==> src/rtl/game_state_engine.sv <==
// game_state_engine: per-frame Breakout update. A FRAME_DONE strobe kicks a
// seven-state burst that moves the paddle, steps the ball one axis at a time,
// resolves wall/paddle/block hits and then advances the game state. Outputs
// are plain registers so the renderer only ever sees whole-frame results.
module game_state_engine #(
   parameter int BALL_STEP   = 2,
   parameter int PADDLE_STEP = 4,
   parameter int LOST_DELAY  = 60
) (
   input  logic        CLK,
   input  logic        RESET,
   input  logic        FRAME_DONE,
   input  logic        BTN_LEFT,
   input  logic        BTN_RIGHT,
   input  logic        BTN_LAUNCH,
   output logic [9:0]  PADDLE_X_PIXEL,
   output logic [9:0]  BALL_X_PIXEL,
   output logic [9:0]  BALL_Y_PIXEL,
   output logic [71:0] BLOCK_STATE,
   output logic [1:0]  LIVES,
   output logic [2:0]  GAME_STATE
);
   localparam int CNT_W = (LOST_DELAY > 1) ? $clog2(LOST_DELAY) : 1;
   localparam logic signed [10:0] BSTEP = 11'(BALL_STEP);
   localparam logic signed [10:0] PSTEP = 11'(PADDLE_STEP);
   localparam logic [CNT_W-1:0] LOST_LAST = CNT_W'(LOST_DELAY - 1);

   typedef enum logic [2:0] {
      UPD_IDLE, UPD_PADDLE, UPD_BALL_X, UPD_HIT_X, UPD_BALL_Y, UPD_HIT_Y, UPD_STATUS
   } updState_t;

   typedef enum logic [2:0] {
      GS_SERVE = 3'd0, GS_PLAY = 3'd1, GS_LOST = 3'd2, GS_GAME_OVER = 3'd3, GS_WON = 3'd4
   } gameState_t;

   updState_t        updState, updNext;
   gameState_t       gameSt, gameNext;
   logic [9:0]       paddleX, paddleNext, ballX, ballXNext, ballY, ballYNext;
   logic             dxNeg, dxNegNext, dyNeg, dyNegNext;
   logic [71:0]      blocks, blocksNext;
   logic [1:0]       lives, livesNext;
   logic [CNT_W-1:0] lostCnt, lostCntNext;

   logic signed [10:0] padS, bxS, byS, colOff, rowOff;
   logic signed [10:0] stepX, stepY, padMove;
   logic [6:0]         blkIdx;
   logic               blkHit;

   assign padS = {1'b0, paddleX};
   assign bxS  = {1'b0, ballX};
   assign byS  = {1'b0, ballY};

   // Block under the ball centre: offset of centre (x+4,y+4) from the grid origin (16,64)
   always_comb begin
      colOff = bxS - 11'sd12;
      rowOff = byS - 11'sd60;
      blkIdx = 7'(rowOff >>> 4) * 7'd12 + 7'(colOff >>> 6);
      blkHit = (colOff >= 11'sd0) && (colOff < 11'sd768) &&
               (rowOff >= 11'sd0) && (rowOff < 11'sd96) && blocks[blkIdx];
   end

   // Update sequencer state register
   always_ff @(posedge CLK or posedge RESET) begin
      if (RESET) updState <= UPD_IDLE;
      else       updState <= updNext;
   end

   // Update sequencer: one pass per frame, strobes during a pass are dropped
   always_comb begin
      updNext = updState;
      case (updState)
         UPD_IDLE:   if (FRAME_DONE) updNext = UPD_PADDLE;
         UPD_PADDLE: updNext = UPD_BALL_X;
         UPD_BALL_X: updNext = UPD_HIT_X;
         UPD_HIT_X:  updNext = UPD_BALL_Y;
         UPD_BALL_Y: updNext = UPD_HIT_Y;
         UPD_HIT_Y:  updNext = UPD_STATUS;
         default:    updNext = UPD_IDLE;
      endcase
   end

   // Game state registers
   always_ff @(posedge CLK or posedge RESET) begin
      if (RESET) begin
         gameSt  <= GS_SERVE;
         paddleX <= 10'd368;
         ballX   <= 10'd396;
         ballY   <= 10'd552;
         dxNeg   <= 1'b0;
         dyNeg   <= 1'b1;
         blocks  <= '1;
         lives   <= 2'd3;
         lostCnt <= '0;
      end else begin
         gameSt  <= gameNext;
         paddleX <= paddleNext;
         ballX   <= ballXNext;
         ballY   <= ballYNext;
         dxNeg   <= dxNegNext;
         dyNeg   <= dyNegNext;
         blocks  <= blocksNext;
         lives   <= livesNext;
         lostCnt <= lostCntNext;
      end
   end

   // Per-step game update; each sequencer state touches only its own fields
   always_comb begin
      gameNext    = gameSt;
      paddleNext  = paddleX;
      ballXNext   = ballX;
      ballYNext   = ballY;
      dxNegNext   = dxNeg;
      dyNegNext   = dyNeg;
      blocksNext  = blocks;
      livesNext   = lives;
      lostCntNext = lostCnt;
      padMove     = padS;
      stepX       = dxNeg ? -BSTEP : BSTEP;
      stepY       = dyNeg ? -BSTEP : BSTEP;
      case (updState)
         UPD_PADDLE: begin
            if (BTN_LEFT && !BTN_RIGHT) begin
               padMove    = padS - PSTEP;
               paddleNext = (padMove < 11'sd8) ? 10'd8 : 10'(padMove);
            end else if (BTN_RIGHT && !BTN_LEFT) begin
               padMove    = padS + PSTEP;
               paddleNext = (padMove > 11'sd728) ? 10'd728 : 10'(padMove);
            end
         end
         UPD_BALL_X: if (gameSt == GS_PLAY) ballXNext = 10'(bxS + stepX);
         UPD_HIT_X: if (gameSt == GS_PLAY) begin
            if (bxS < 11'sd8) begin
               ballXNext = 10'd8;
               dxNegNext = 1'b0;
            end else if (bxS > 11'sd784) begin
               ballXNext = 10'd784;
               dxNegNext = 1'b1;
            end else if (blkHit) begin
               blocksNext[blkIdx] = 1'b0;
               dxNegNext          = !dxNeg;
               ballXNext          = 10'(bxS - stepX);
            end
         end
         UPD_BALL_Y: if (gameSt == GS_PLAY) ballYNext = 10'(byS + stepY);
         UPD_HIT_Y: if (gameSt == GS_PLAY) begin
            if (byS < 11'sd8) begin
               ballYNext = 10'd8;
               dyNegNext = 1'b0;
            end else if (!dyNeg && (byS + 11'sd7 >= 11'sd560) && (byS + 11'sd7 <= 11'sd567) &&
                         (bxS + 11'sd7 >= padS) && (bxS <= padS + 11'sd63)) begin
               ballYNext = 10'd552;
               dyNegNext = 1'b1;
            end else if (blkHit) begin
               blocksNext[blkIdx] = 1'b0;
               dyNegNext          = !dyNeg;
               ballYNext          = 10'(byS - stepY);
            end
         end
         UPD_STATUS: begin
            case (gameSt)
               GS_SERVE: begin
                  ballXNext = paddleX + 10'd28;
                  ballYNext = 10'd552;
                  if (BTN_LAUNCH) begin
                     gameNext  = GS_PLAY;
                     dxNegNext = 1'b0;
                     dyNegNext = 1'b1;
                  end
               end
               GS_PLAY: begin
                  if (byS >= 11'sd600) begin
                     gameNext    = GS_LOST;
                     livesNext   = lives - 2'd1;
                     lostCntNext = '0;
                  end else if (blocks == '0) begin
                     gameNext = GS_WON;
                  end
               end
               GS_LOST: begin
                  if (lostCnt == LOST_LAST) gameNext = (lives == 2'd0) ? GS_GAME_OVER : GS_SERVE;
                  else                      lostCntNext = lostCnt + 1'b1;
               end
               GS_GAME_OVER, GS_WON: begin
                  if (BTN_LAUNCH) begin
                     blocksNext = '1;
                     livesNext  = 2'd3;
                     gameNext   = GS_SERVE;
                  end
               end
               default: gameNext = GS_SERVE;
            endcase
         end
         default: ;
      endcase
   end

   assign PADDLE_X_PIXEL = paddleX;
   assign BALL_X_PIXEL   = ballX;
   assign BALL_Y_PIXEL   = ballY;
   assign BLOCK_STATE    = blocks;
   assign LIVES          = lives;
   assign GAME_STATE     = gameSt;
endmodule

==> config.mk <==
export PLATFORM = sky130hd
export DESIGN_NAME = game_state_engine
export DESIGN_NICKNAME = d
export VERILOG_FILES = /design/src/rtl/game_state_engine.sv
export SDC_FILE = /design/constraint.sdc
export NUM_CORES = 1
export LEC_CHECK = 0
export BUFFER_PORTS_ARGS = -buffer_cell sky130_fd_sc_hd__buf_2
export CAP_MARGIN = 20
export CORE_MARGIN = 5
export CORE_UTILIZATION = 48
export DETAILED_ROUTE_END_ITERATION = 8
export PLACE_DENSITY = 0.79
export SLEW_MARGIN = 10
export SYNTH_ARGS = -nofsm -noshare
export SYNTH_HDL_FRONTEND = slang
export SYNTH_SLANG_ARGS = --single-unit
==> constraint.sdc <==
create_clock -name CLK -period 10.7 [get_ports CLK]
set_input_delay 0.535 -clock CLK [delete_from_list [all_inputs] [get_ports CLK]]
set_output_delay 0.535 -clock CLK [all_outputs]
set_load 0.05 [all_outputs]
# Yosys cells after proc, flatten, opt, wreduce, memory -nomap -nowiden
# Index checks and enable logic that the tools add are counted.
# classes
n_addsub	15
mul	1
n_lt_le_gt_ge	16
eq_ne	31
muxes	63
bitwise_logic	2
reduce_logical	37
# ops
op	count
2-to-1 mux 72 bit	9
one-hot mux 72 bit (3 select lines)	1
2-to-1 mux 10 bit	18
bitwise AND 72 bit	1
zero test 72 bit	1
inverter 72 bit	1
one-hot mux 10 bit (3 select lines)	2
adder 10 x 3 -> 11 bit (second input constant)	3
!= test 2 bit (second input constant)	15
AND reduction 5 bit	5
>= comparator 11 x 1 -> 1 bit (second input constant)	2
adder 10 bit	2
less-than comparator 10 x 4 -> 1 bit (second input constant)	2
subtractor 10 bit	2
2-to-1 mux 3 bit	6
one-hot mux 3 bit (6 select lines)	1
2-to-1 mux 1 bit	14
== test 3 x 2 -> 1 bit (second input constant)	4
== test 3 bit (second input constant)	4
2-to-1 mux 6 bit	2
one-hot mux 3 bit (4 select lines)	1
one-hot mux 6 bit (2 select lines)	1
adder 10 x 6 -> 11 bit (second input constant)	1
>= comparator 11 bit	1
other kinds (39)	66
# totals
ff_bits	118
inputBits	6
output_inout_bits	107
elab_cells	175

# Logic depth before layout (Yosys ltp)
# Gate-level depths: netlist (run 1).
# logic_depth
word_depth	14
mapped_depth	21
depth_no_buf	16

# Least setup slack after synthesis (run 1)
# OpenSTA, ideal clock, no wires.
# synth_path
kind	register to register
startpoint	reg ballY[4], in the netlist BALL_Y_PIXEL[4]
endpoint	reg ballY[1], in the netlist BALL_Y_PIXEL[1]
setup_time_ps	125
arrival_time_ps	4765
required_time_ps	10575
path_slack_ps	5811
path_stages_with_launch	17
path_buffers	2
synth_period_minus_slack_ps	4889
cell_sequence	dfrtp_1 > clkbuf_1 > nand3_1 > xnor2_1 > ha_1 > fa_1 > ha_1 > clkbuf_1 > a21o_1 > a21oi_1 > xnor2_1 > xnor2_1 > nor4_1 > a2111oi_4 > a21oi_2 > nor2_2 > mux2_2
# synth_via
elab_chain_len	10
word_cells_on_any_way	24
classes_between	add/sub: 3; mul: 1; order compare: 5; eq/ne: 1; mux: 6; reduce/logical: 8
# synth_rtl
element	line_no	source
start, declared	38	logic [9:0] paddleX, paddleNext, ballX, ballXNext, ballY, ballYNext;
start signal, assigned	98	ballY <= ballYNext;
parallel branches: the longest is 10 deep, another holds subtractor 10 x 6 -> 11 bit	-	
# Several ways; the timed one is not identified. The select of a mux whose other input is x is not followed.
# A chain may end at the register's enable or synchronous reset.

# Worst setup path after layout (run 1)
# layout_path
startpoint	reg ballX[4], in the netlist BALL_X_PIXEL[4]
endpoint	reg blocks[9], in the netlist BLOCK_STATE[9]
# layout_via
elab_chain_len	13
word_cells_on_any_way	36
classes_between	add/sub: 3; order compare: 8; eq/ne: 3; mux: 12; bitwise: 2; reduce/logical: 8
# layout_rtl
element	line_no	source
start, declared	38	
start signal, assigned	97	ballX <= ballXNext;
subtractor 10 x 4 -> 11 bit	55	colOff = bxS - 11'sd12;
adder 7 bit	57	blkIdx = 7'(rowOff >>> 4) * 7'd12 + 7'(colOff >>> 6);
less-than comparator 7 x 8 -> 1 bit (not written as such) / >= comparator 7 x 1 -> 1 bit (equally long branches)	140, 155	
logical AND 1 bit (not written as such)	140, 155	
2-to-1 mux 1 bit (not written as such)	140, 155	
demux 1 bit (select 7 bit)	140, 155	
inverter 72 bit (no source line)	-	
bitwise AND 72 bit (no source line)	-	
2-to-1 mux 72 bit	139, 154	
2-to-1 mux 72 bit (on tied branches)	150, 136	
2-to-1 mux 72 bit (on tied branches)	147, 133	
2-to-1 mux 72 bit (on tied branches)	146, 132	
one-hot mux 72 bit (3 select lines)	121	case (updState)
end signal, assigned	101	blocks <= blocksNext;
end, declared	40	logic [71:0] blocks, blocksNext;
# Parallel ways exist; a longest one is shown, timed or not. The select of a mux whose other input is x is not followed.

==> results.md, run 1 <==
- Status: finished clean
- Sequential Area: 2990 um^2
- Crit path arrival time: 5.72 ns
- Slew headroom: 29.8%
- Count leader, synth: nor2_1
- Routed len/inst: 20.5 um
- Global Route Usage Sum: 26.8%
- Number of post-CTS setup repair buffers: 0
- Die width: 152 um
- HP Class: input port to asynchronous set/reset pin
- Met3 wire len: 2900 um
- Top area cells in the synthesized netlist: dfstp_2 (24%), ha_1 (8.5%), dfrtp_1 (7.5%), a21oi_1 (5.8%), nor2_1 (5.2%)
- Mapped Cells: 1138
- Io pins: 113
- Worst path bufs/invs: 3
- Adder-cell share of the synthesized area: 9.71%
- MaxCap Viol Count: 0
- DR WL met2: 14100 um
- Worst-skew pair later-pin latency: 0.44 ns
- Final nets: 1287
- Fmax: 187 MHz
- DIE AREA: 23000 um^2
- Core area: 19600 um^2
- Clk sink count: 115
- Fin area: 10900 um^2
- Sequential area share after synthesis: 31.0%
- Period Utilization, post-route: 50.1%
- Syn Area/Cell: 8.45 um^2
- CP top delay family: compound AO/OA/AOI/OAI gates
- RSZ-0062 raised after global routing: no
- Crit path time final: 5.36 ns
- Largest family of logic cells by synthesized area: compound AO/OA/AOI/OAI gates
- TritonCTS clock tree: built
- Netlist cell types: 85
- Largest net degree at the start of global routing: 81
- Dpl cell area: 10300 um^2
- Synth Area in Compound Gates: 23.7%
- Most frequent CP cell: buf_4
- Main flop type after synthesis: dfstp_2
- Initial DRC count: 963
- GPL Wtd Cong: 0.980
- Area Growth Syn to Fin: 13.1%
- Max incr delay on CP: 0.62 ns
- Gr ovfl total: 0
- Initial antenna violation count: 0
- Drt pass-1 iters: 6
- Routed Antenna Nets: 0
- Fin Setup TNS: 0 ns
- Crit path kind: flip-flop to flip-flop
- Post-synth top cells: nor2_1 (134), a21oi_1 (112), dfstp_2 (86)
- Clk_skew: 0.0120 ns
- Root Buffer: clkbuf_16
- CP max FO: 47
- Post-synthesis xor/xnor area fraction: 4.91%
- Worst setup EP type: flip-flop
- Top cell type's share of synthesized area: 23.5%
- WL final: 30600 um
- Worst path slowest cell: a2111oi_1
- Cell accounting for the most synthesized area: dfstp_2
- Required time of the critical path: 11.06 ns
- Actual slew at the worst max-slew pin: 1.05 ns
- DRC: 0
- Ys Warns: 0
- Share of cells above drive strength 1: 23.0%
- Initial Utilization: 49.1%
- Mux cell area share after synthesis: 4.63%
- Worst-path clk slew: 0.06 ns
- Post-Syn Area: 9620 um^2
- Top Metal Used: met4
- Final hold vios: 0
- Fin. max-slew vios: 0
- Multi-input gate area: 6150 um^2
- CTS max path bufs: 2
- Die height: 152 um
- Fill cells: 1752
- # resized after CTS: 0
- PortBufs: 109
- Startpoint Class: flip-flop
- DP HPWL: 21500 um
- Diode count: 0
- Post-synth EDFFs: 0
- Ys async rst share: 100%
- Via count: 9545
- Vias in the first global route: 9207
- Hold_buf cts: 0
- Final Setup Violations: 0
- First-pass GRT wire length: 49000 um
- H-Tree Depth: 4
- Met1 wire length: 12400 um
- Post-Synth Simple-Gate Area: 20.9%
- Critical path cell sequence: a211oi_4 > buf_4 > nand2_1 > xnor2_1 > ha_1 > buf_4 > inv_1 > or4_1 > a31oi_1 > o22ai_1 > a2111oi_1 > a2111oi_4 > a31oi_4 > nor2_2 > a21oi_1
- Core Rows: 51
- CTS Buf Count: 17
- Via density: 6.41
- Post-synthesis register bit count: 115
## metrics by stage
| stage | instances | hold WS, ns | setup slack [ns] | utilization (%) |
|---|---|---|---|---|
| 5_1_grt | 1488 | 0.262 | 5.03 | 55.5 |
| 3_5_place_dp | 1456 | 0.473 | 5.55 | 52.4 |
| 4_1_cts | 1488 | 0.220 | 5.50 | 55.5 |
| 3_3_place_gp | 1456 | 0.463 | 5.65 | 52.4 |
| 2_1_floorplan | 1140 | 0.445 | 5.81 | - |
| 6_report | 1488 | 0.195 | 5.34 | 55.5 |
## routing by layer
metal,vias to the layer above,GRT usage [%]
met5,-,0
met3,109,4.79
met4,0,10.9
li1,4354,-
met1,4508,35.3
met2,574,43.7
## cells by family after synthesis
group,after synthesis
DFF,115
AOI/OAI and AO/OA,344
and+or+nand+nor,399
muxes,40
adders and majority gates,71
xor gates and xnor gates,53
buffers and inverters,115
other,1
## state kept, by name (all words and copies together) (netlist names)
signal and count:
dxNeg 1, BALL_Y_PIXEL 9, PADDLE_X_PIXEL 8, LIVES 2, dyNeg 1, GAME_STATE 3, lostCnt 6, BLOCK_STATE 72
BALL_X_PIXEL 10, updState 3
## area by class of cell
type / count / area share, %
inverters: 50 / 1.75
clock buffers: 17 / 3.91
flip-flops and latches: 115 / 27.5
repair buffers: 116 / 5.50
clock inverters: 15 / 1.73
multi-input cells: 910 / 56.6
well taps: 265 / 3.05
## cell usage in the layout, fill, tap and decap left out, types with 14 or more instances in the layout
cell,count
nor2_1,134
a21oi_1,112
buf_2,109
dfstp_2,86
nand2_1,65
ha_1,65
o21ai_0,59
inv_1,48
xnor2_1,38
nor3_1,30
dfrtp_1,29
nand3_1,29
nor4_1,27
o22ai_1,20
a31oi_1,18
nand2b_1,17
mux2i_1,17
clkbuf_16,17
o221ai_1,16
xor2_1,14
a211oi_1,14
## path summary, 6_finish.rpt
path,from,to,slack (ns),depth (start not counted)
worst max-delay path,BALL_X_PIXEL[4],BLOCK_STATE[9],5.34,15
worst min-delay path,RESET,BALL_X_PIXEL[0],0.20,2
worst max register to register,BALL_X_PIXEL[4],BLOCK_STATE[9],5.34,15
worst min register to register,lostCnt[5],lostCnt[5],0.49,1
max in group asynchronous,RESET,BLOCK_STATE[2],9.33,3
min in group CLK,FRAME_DONE,updState[0],0.46,3
Power of run 1 is left out: the tool's default activity adds up to more than one toggle a clock period on the data nets, which glitch-free logic cannot reach.
==> inputs of run 2 (changes only) <==
--- a/config.mk
+++ b/config.mk
@@ -10,7 +10,7 @@
 export CORE_MARGIN = 5
 export CORE_UTILIZATION = 48
 export DETAILED_ROUTE_END_ITERATION = 8
-export PLACE_DENSITY = 0.79
+export PLACE_DENSITY = 0.81
 export SLEW_MARGIN = 10
 export SYNTH_ARGS = -nofsm -noshare
 export SYNTH_HDL_FRONTEND = slang
==> constraint.sdc (replaced) <==
create_clock -name CLK -period 4.3 [get_ports CLK]
set_input_delay 0.215 -clock CLK [delete_from_list [all_inputs] [get_ports CLK]]
set_output_delay 0.215 -clock CLK [all_outputs]
set_load 0.05 [all_outputs]
==> run 2 against run 1 <==
  * The run now ends with hold timing left
  * Wire length grew 7.3%
  * First-iteration DRC count increased by 11%
  * Via count is 5.7% higher
  * Critical path depth grew 4
  * Sequential cell count unchanged
  * Global-route usage rose by 1.4 points
  * Worst hold slack worse by 0.20 ns
  * Setup slack got worse by 5.3 ns
  * Count of clock-buffer cells in the layout is the same
  * Non-clock buffer count is 71 higher
  * Utilization increased by 4.4 points
==> results.md, run 2 (synthesis results as in run 1) <==
- Max incr delay on CP: 0.58 ns (was 0.62 ns)
- Crit path time final: 4.25 ns (was 5.36 ns)
- Root Buffer: clkbuf_16 (unchanged)
- GPL Wtd Cong: 0.977 (was 0.980)
- Gr ovfl total: 0 (unchanged)
- Startpoint Class: flip-flop (unchanged)
- Period Utilization, post-route: 98.8% (was 50.1%)
- Io pins: 113 (unchanged)
- RSZ-0062 raised after global routing: yes (was no)
- Worst-skew pair later-pin latency: 0.44 ns (about the same)
- Largest register FFs: 72 (unchanged)
- Final nets: 1358 (was 1287)
- Fmax: 235 MHz (was 187 MHz)
- Final setup margin: 0.0507 ns (was 5.34 ns)
- Drt pass-1 iters: 6 (unchanged)
- Via count: 10100 (was 9545)
- TritonCTS clock tree: built (unchanged)
- Routed len/inst: 21.0 um (was 20.5 um)
- Initial Utilization: 49.1% (unchanged)
- Global Route Usage Sum: 28.2% (was 26.8%)
- First-pass GRT wire length: 51200 um (was 49000 um)
- Final hold vios: 2 (was 0)
- Via density: 6.47 (was 6.41)
- Diode count: 0 (unchanged)
- Commonest non-fill, non-tap cells in the layout: nor2_1 (134), a21oi_1 (111), buf_2 (109), dfstp_2 (86), buf_4 (69) (was nor2_1 (134), a21oi_1 (112), buf_2 (109), dfstp_2 (86))
- Crit path kind: flip-flop to flip-flop (unchanged)
- MaxCap Viol Count: 0 (unchanged)
- DP HPWL: 23000 um (was 21500 um)
- WL final: 32800 um (was 30600 um)
- Worst path bufs/invs: 5 (was 3)
- CP top delay family: compound AO/OA/AOI/OAI gates (unchanged)
- Critical path cell sequence: nand2_2 > xor2_2 > inv_2 > ha_2 > fa_1 > ha_4 > a21o_1 > a21oi_2 > xnor2_2 > xnor2_2 > a2111oi_1 > buf_4 > a2111oi_4 > buf_4 > a31oi_4 > buf_12 > nor3_4 > clkbuf_16 > a21oi_1 (was a211oi_4 > buf_4 > nand2_1 > xnor2_1 > ha_1 > buf_4 > inv_1 > or4_1 > a31oi_1 > o22ai_1 > a2111oi_1 > a2111oi_4 > a31oi_4 > nor2_2 > a21oi_1)
- Failing checks: hold timing
- Fin area: 11700 um^2 (was 10900 um^2)
- Die height: 152 um (unchanged)
- Fin. max-slew vios: 0 (unchanged)
- Core area: 19600 um^2 (unchanged)
- Slew headroom: 20.8% (was 29.8%)
- Routed Antenna Nets: 0 (unchanged)
- Hold_buf cts: 0 (unchanged)
- CTS Buf Count: 17 (unchanged)
- Dpl cell area: 10900 um^2 (was 10300 um^2)
- Share of cells above drive strength 1: 29.8% (was 23.0%)
- Top Metal Used: met4 (unchanged)
- Clk sink count: 115 (unchanged)
- Final core utilization: 59.9% (was 55.5%)
- Hold Slack: -0.00319 ns (was 0.195 ns)
- Core Rows: 51 (unchanged)
- Final Setup Violations: 0 (unchanged)
- CTS max path bufs: 2 (unchanged)
- DIE AREA: 23000 um^2 (unchanged)
- DRC: 0 (unchanged)
- Crit path arrival time: 4.62 ns (was 5.72 ns)
- Initial DRC count: 1069 (was 963)
- Commonest non-fill, non-tap cell in the layout: nor2_1 (unchanged)
- PortBufs: 109 (unchanged)
- Initial antenna violation count: 0 (unchanged)
- Met1 wire length: 12700 um (was 12400 um)
- Worst slack, placed: -0.0726 ns (was 5.55 ns)
- HP Class: input port to asynchronous set/reset pin (unchanged)
- DR WL met2: 15400 um (was 14100 um)
- Required time of the critical path: 4.67 ns (was 11.06 ns)
- Die width: 152 um (unchanged)
- Largest net degree at the start of global routing: 73 (was 81)
- Actual slew at the worst max-slew pin: 1.18 ns (was 1.05 ns)
- Met3 wire len: 3200 um (was 2900 um)
- Worst setup EP type: flip-flop (unchanged)
- Worst-path clk slew: 0.06 ns (about the same)
- Status: complete, but fails checks (was finished clean)
- R2R setup slack: 0.05 ns (was 5.34 ns)
- H-Tree Depth: 4 (unchanged)
- Clk_skew: 0.0115 ns (was 0.0120 ns)
- Vias in the first global route: 9514 (was 9207)
- Area Growth Syn to Fin: 22.1% (was 13.1%)
- CP max FO: 6 (was 47)
- Worst path slowest cell: dfstp_2 (was a2111oi_1)
-- run 2: cell types whose count changed in the layout (fill, tap and decap cells not counted), sizes merged --
| cell | change |
|---|---|
| buf | +69 |
| clkbuf | +2 |
-- run 2: what timing repair did --
item                                    4_1_cts  5_1_grt
endpoints found under the setup margin       78       92
setup buffers                                 5        2
cloned                                        0        2
pin swaps                                     4        7
resized for setup                             2       13
-- run 2: final timing paths --
kind | from | depth (start not counted) | to
setup / recovery | BALL_Y_PIXEL[3] | 19 | BLOCK_STATE[64]
hold / removal | RESET | 2 | dxNeg
setup reg to reg | BALL_Y_PIXEL[3] | 19 | BLOCK_STATE[64]
hold reg to reg | lostCnt[5] | 1 | lostCnt[5]
max in group asynchronous | RESET | 3 | BLOCK_STATE[4]
min in group CLK | FRAME_DONE | 3 | updState[0]
-- run 2: per-layer routing --
layer	vias up	global-route usage [%]
li1	4490	-
met2	659	45.6
met1	4800	37.3
met3	136	4.94
met5	-	0
met4	0	11.9
-- run 2: metrics by stage --
| step | hold slack (ns) | instances | TNS (ns) |
|---|---|---|---|
| 4_1_cts | 0.0232 | 1555 | 0 |
| 3_5_place_dp | 0.471 | 1518 | -0.266 |
| 2_1_floorplan | 0.445 | 1140 | -11.48 |
| 6_report | -0.00319 | 1559 | 0 |
| 3_3_place_gp | 0.464 | 1518 | -0.0150 |
| 5_1_grt | 0.0730 | 1559 | -2.95 |
-- run 2: cell type report --
type	count	area, um^2
fill	1658	7850
timing repair buffer	187	1240
tap	265	332
clock buffer	17	425
clock inverter	15	188
sequential	115	2990
inverter	50	190
multi-input combinational	910	6370
Power of run 2 is left out for the same reason.
